==> config.mk <==
export PLATFORM = sky130hd
export DESIGN_NAME = axis_pattern_master
export DESIGN_NICKNAME = d
export VERILOG_FILES = /design/src/rtl/axis_pattern_master.sv
export SDC_FILE = /design/constraint.sdc
export NUM_CORES = 1
export LEC_CHECK = 0
export CAP_MARGIN = 30
export CORE_ASPECT_RATIO = 0.7
export CORE_MARGIN = 3
export CORE_UTILIZATION = 52
export CTS_BUF_LIST = sky130_fd_sc_hd__clkbuf_2
export CTS_CLUSTER_DIAMETER = 40
export DETAILED_ROUTE_END_ITERATION = 16
export GPL_ROUTABILITY_DRIVEN = 0
export HOLD_SLACK_MARGIN = 0.08
export PLACE_DENSITY = 0.78
export REMOVE_ABC_BUFFERS = 1
export SLEW_MARGIN = 20
export SYNTH_ARGS = -nofsm -noshare
export SYNTH_HDL_FRONTEND = slang
export SYNTH_SLANG_ARGS = --single-unit
==> constraint.sdc <==
create_clock -name aclk -period 5.37 [get_ports aclk]
set_clock_uncertainty 0.15 [all_clocks]
set_input_delay 1.3425 -clock aclk [delete_from_list [all_inputs] [get_ports aclk]]
set_output_delay 1.3425 -clock aclk [all_outputs]
set_load 0.005 [all_outputs]
==> src/rtl/axis_pattern_master.sv <==
// axis_pattern_master: AXI4-Stream byte-pattern transmitter.
// Emits bursts of len beats (incrementing or 8-bit LFSR data) with an optional
// idle gap between beats. All outputs are registered; tvalid never depends
// combinationally on tready.
//
// state | meaning
// ------+--------------------------------------------------------------
// IDLE  | waiting for start; tvalid low
// SEND  | tvalid high, holding tdata until the handshake
// GAP   | tvalid low, counting down the inter-beat idle cycles
module axis_pattern_master #(
    parameter int DATA_WIDTH = 8,
    parameter int CNT_WIDTH  = 16
) (
    input  logic                  aclk,
    input  logic                  aresetn,
    input  logic                  start,
    input  logic [CNT_WIDTH-1:0]  len,
    input  logic [7:0]            gap,
    input  logic                  mode,
    input  logic [DATA_WIDTH-1:0] seed,
    output logic                  busy,
    output logic                  done,
    output logic [CNT_WIDTH-1:0]  beat_cnt,
    output logic                  m_axis_tvalid,
    input  logic                  m_axis_tready,
    output logic [DATA_WIDTH-1:0] m_axis_tdata
);

    typedef enum logic [1:0] {
        IDLE = 2'd0,
        SEND = 2'd1,
        GAP  = 2'd2
    } state_t;

    state_t state, state_nxt;

    logic [CNT_WIDTH-1:0]  len_q, len_nxt;
    logic [7:0]            gap_q, gap_nxt;
    logic                  mode_q, mode_nxt;
    logic [7:0]            gap_cnt, gap_cnt_nxt;
    logic                  tvalid_q, tvalid_nxt;
    logic [DATA_WIDTH-1:0] tdata_q, tdata_nxt;
    logic                  busy_q, busy_nxt;
    logic                  done_q, done_nxt;
    logic [CNT_WIDTH-1:0]  beat_cnt_q, beat_cnt_nxt;

    logic handshake;
    logic last_beat;

    assign handshake = tvalid_q & m_axis_tready;
    assign last_beat = (beat_cnt_q + CNT_WIDTH'(1)) == len_q;

    // Next pattern value: +1 with wrap, or the 8-bit Fibonacci LFSR (taps 7,5,4,3).
    function automatic logic [DATA_WIDTH-1:0] next_pattern(input logic m,
                                                           input logic [DATA_WIDTH-1:0] d);
        if (m)
            next_pattern = {d[DATA_WIDTH-2:0], d[7] ^ d[5] ^ d[4] ^ d[3]};
        else
            next_pattern = d + DATA_WIDTH'(1);
    endfunction

    // State register.
    always_ff @(posedge aclk or negedge aresetn) begin
        if (!aresetn)
            state <= IDLE;
        else
            state <= state_nxt;
    end

    // Next-state decode.
    always_comb begin
        state_nxt = state;
        case (state)
            IDLE: begin
                if (start && (len != '0))
                    state_nxt = SEND;
            end
            SEND: begin
                if (handshake) begin
                    if (last_beat)
                        state_nxt = IDLE;
                    else if (gap_q != 8'd0)
                        state_nxt = GAP;
                end
            end
            GAP: begin
                // Leaving on count 1 makes tvalid rise after exactly gap idle cycles.
                if (gap_cnt <= 8'd1)
                    state_nxt = SEND;
            end
            default: state_nxt = IDLE;
        endcase
    end

    // Next values for the registered outputs and latched burst parameters.
    always_comb begin
        len_nxt      = len_q;
        gap_nxt      = gap_q;
        mode_nxt     = mode_q;
        gap_cnt_nxt  = gap_cnt;
        tvalid_nxt   = tvalid_q;
        tdata_nxt    = tdata_q;
        busy_nxt     = busy_q;
        done_nxt     = 1'b0;
        beat_cnt_nxt = beat_cnt_q;
        case (state)
            IDLE: begin
                if (start) begin
                    beat_cnt_nxt = '0;
                    if (len != '0) begin
                        len_nxt    = len;
                        gap_nxt    = gap;
                        mode_nxt   = mode;
                        // An all-zero LFSR would lock up, so seed 0 starts at 1 instead.
                        tdata_nxt  = (mode && (seed == '0)) ? DATA_WIDTH'(1) : seed;
                        busy_nxt   = 1'b1;
                        tvalid_nxt = 1'b1;
                    end else begin
                        done_nxt   = 1'b1;
                    end
                end
            end
            SEND: begin
                if (handshake) begin
                    beat_cnt_nxt = beat_cnt_q + CNT_WIDTH'(1);
                    tdata_nxt    = next_pattern(mode_q, tdata_q);
                    if (last_beat) begin
                        tvalid_nxt = 1'b0;
                        busy_nxt   = 1'b0;
                        done_nxt   = 1'b1;
                    end else if (gap_q != 8'd0) begin
                        tvalid_nxt  = 1'b0;
                        gap_cnt_nxt = gap_q;
                    end
                end
            end
            GAP: begin
                gap_cnt_nxt = gap_cnt - 8'd1;
                if (gap_cnt <= 8'd1)
                    tvalid_nxt = 1'b1;
            end
            default: begin
                tvalid_nxt = 1'b0;
                busy_nxt   = 1'b0;
            end
        endcase
    end

    // Output and parameter registers; reset abandons any burst immediately.
    always_ff @(posedge aclk or negedge aresetn) begin
        if (!aresetn) begin
            len_q      <= '0;
            gap_q      <= '0;
            mode_q     <= 1'b0;
            gap_cnt    <= '0;
            tvalid_q   <= 1'b0;
            tdata_q    <= '0;
            busy_q     <= 1'b0;
            done_q     <= 1'b0;
            beat_cnt_q <= '0;
        end else begin
            len_q      <= len_nxt;
            gap_q      <= gap_nxt;
            mode_q     <= mode_nxt;
            gap_cnt    <= gap_cnt_nxt;
            tvalid_q   <= tvalid_nxt;
            tdata_q    <= tdata_nxt;
            busy_q     <= busy_nxt;
            done_q     <= done_nxt;
            beat_cnt_q <= beat_cnt_nxt;
        end
    end

    assign busy          = busy_q;
    assign done          = done_q;
    assign beat_cnt      = beat_cnt_q;
    assign m_axis_tvalid = tvalid_q;
    assign m_axis_tdata  = tdata_q;

endmodule

==> flow_summary.toml <==
[outcome]
status = "complete, no violations"

[clock_network]
cts-root-buf = "clkbuf_2"
cts-resized-gates = 0
ctsHoldBuffers = 0
numCtsBuffers = 9
clk_path_buf_depth = 2
cts_sinks = 62
clk_pin_slew_worst_paths_ns = 0.19
cts_tree = "built"
cts-htree-levels = 3
post-cts-setup-buffers = 0
clk_latency_ns = 0.54

[timing]
worst_pin_slew_ns = 0.612
timing.hold.ws_ns = 0.391
finalCriticalPeriod_ns = 3.22
fin_setup_tns_ns = 0
slew_headroom_pct = 58.9
period_share_pct = 60.0
finalHoldViolCount = 0
grt_setup_unrepaired = "false"
drv_slew = 0
setup_viol = 0
clock.fmax_mhz = 310
fin_ws_ns = 2.15

[floorplan]
fp.dieW_um = 109
pin_count = 64
rows = 25
start_util_pct = 55.4
dieArea_mm2 = 0.00848
core_mm2 = 0.00694
die_y_um = 77.9

[global_route]
grt_usage_pct = 23.9
grt_overflow = 0
first_global_vias = 3223
grt_max_degree = 37
grt_pass1_wl_um = 16100
antenna_found_initial = 0

[logic_synthesis]
syn_avg_cell_area_um2 = 9.09
post_synth_num_cell_types = 58
synthTopCellsByArea = "dfrtp_1 (40%), mux2_2 (7.0%), a21oi_1 (4.2%)"
netlist_area_mm2 = 0.00384
yosysTopAreaCellShare_pct = 40.4
synth_edf_count = 0
ys_seq_area_share_pct = 40.4
syn_inst = 423
synth_warnings = 0
synth_top_area_cell = "dfrtp_1"
synth_ff_type = "dfrtp_1"
synthArstFlopShare_pct = 100
ys_seq_elements = 62

[routing]
drc = 0
wire_per_inst_um = 16.5
vias_per_cell = 6.05
drt_iter0_markers = 206
dr.pass1.iters = 5
num_vias = 3476
routed_wl_um = 9510
antenna_left = 0

[worst_setup_path]
regToRegSetupSlack_ns = 2.31
critPathTopFamily = "flip-flops"
worst-path-buf-inv = 1
cp_cell_sequence = "clkdlybuf4s50_1"
r2r-start = "beat_cnt[0]"
slowest_stage = "dfrtp_1"
crit_end = "beat_cnt[6]"
worstSetupEndpointType = "primary output"
path_class = "flip-flop to primary output"
startpoint_type = "flip-flop"
arrival_ns = 1.73
worstSetupPathDepth = 1
required_ns = 3.88
crit_path_start = "beat_cnt[6]"
reg2reg_depth = 9
slowest_delay_ns = 0.63
reg2reg_to = "gap_cnt[3]"
critPathMaxFanout = 12

[min_path]
hold_path_class = "flip-flop to flip-flop"

[finish]
layout.nets = 517
areaGrowthSynthToFinish_pct = 19.9
stdcell_area_mm2 = 0.00461
n_fill_cell = 576
num_antenna_cells = 0
multi_input_area_mm2 = 0.00212
mostFrequentLayoutCells = "dfrtp_1 (62), clkdlybuf4s50_1 (62), nand2_1 (37)"
regArea_mm2 = 0.00155
layout-drive-gt1-share_pct = 12.7

[flow_run]
drv_cap = 0

[power]
vdd_ir_drop_max_uv = 304
p_per_area_mw_per_mm2 = 463
power.leakage_uw = 0.00184

[placement]
placed_area_mm2 = 0.00448
pre_cts_slack_ns = 1.70
io_buffers = 63
dp_hpwl_um = 6980
-- through the flow --
stage               utilization (%)  total power, µW  cells
floorplan                         -             1480    398
finish                         66.4             2140    575
global route                   66.4             2310    575
global placement               64.5             1770    558
detailed placement             64.6             1800    559
CTS                            66.4             2150    575
-- kinds of logic after synthesis --
logic type      share of synthesized area (%)
simple gates                             22.3
mux                                      9.14
buf+inv                                  4.56
compound gates                           17.5
fa+ha+maj                                1.30
flops                                    40.4
xor+xnor                                 4.78
-- sequential cells by signal, indices dropped and copies added, names as in the netlist --
name           cells
done               1
beat_cnt          16
gap_q              8
busy               1
mode_q             1
m_axis_tdata       8
len_q             16
gap_cnt            8
m_axis_tvalid      1
state              2
-- routing by layer --
layer	up-vias	track usage (%)	share of wire, %
met5	-	0	0
li1	1648	-	-
met1	1647	34.6	46
met4	0	8.07	2.6
met2	156	35.5	44
met3	25	5.24	7.0
-- synth_stat cells (3+ instances only) --
library cell and n:
dfrtp_1 62, nand2_1 37, nor2_1 33, a21oi_1 32, o21ai_0 32, mux2_2 24
clkbuf_1 16, nand3_1 14, xnor2_1 13, nand4_1 12, nor3_1 12, inv_1 10
nor2b_1 9, nor4_1 9, xor2_1 8, mux2i_1 7, o31ai_1 7, nand2b_1 5
a211oi_1 4, a31oi_1 4, buf_6 4, ha_1 4, or3_1 4, a211oi_2 3
a22o_1 3, and3_1 3, and4_1 3, buf_4 3
-- worst min-delay path by stage --
stage                     from    endpoint  slack [ns]  cells after the start
detailed placement    len_q[1]    len_q[1]        0.37                      1
global placement      gap_q[1]  gap_cnt[1]        0.36                      2
floorplan             gap_q[1]  gap_cnt[1]        0.32                      2
finish              gap_cnt[3]  gap_cnt[3]        0.39                      1
CTS                 gap_cnt[3]  gap_cnt[3]        0.39                      1
global route        gap_cnt[3]  gap_cnt[3]        0.42                      1
-- power by group --
| part | total [µW] | switching, µW | internal [µW] |
|---|---|---|---|
| clock network | 340 | 184 | 155 |
| logic | 934 | 449 | 485 |
| registers | 864 | 221 | 643 |
| total | 2140 | 854 | 1280 |
-- cell type report --
cell class              count  area share [%]
well taps                  94            2.55
inverters                  10           0.814
clock buffers              11            1.19
clock inverters             5            1.60
repair buffers             67            14.2
multi-input cells         326            46.0
flip-flops and latches     62            33.6
Note: power is estimated with default switching activity, not from simulation.
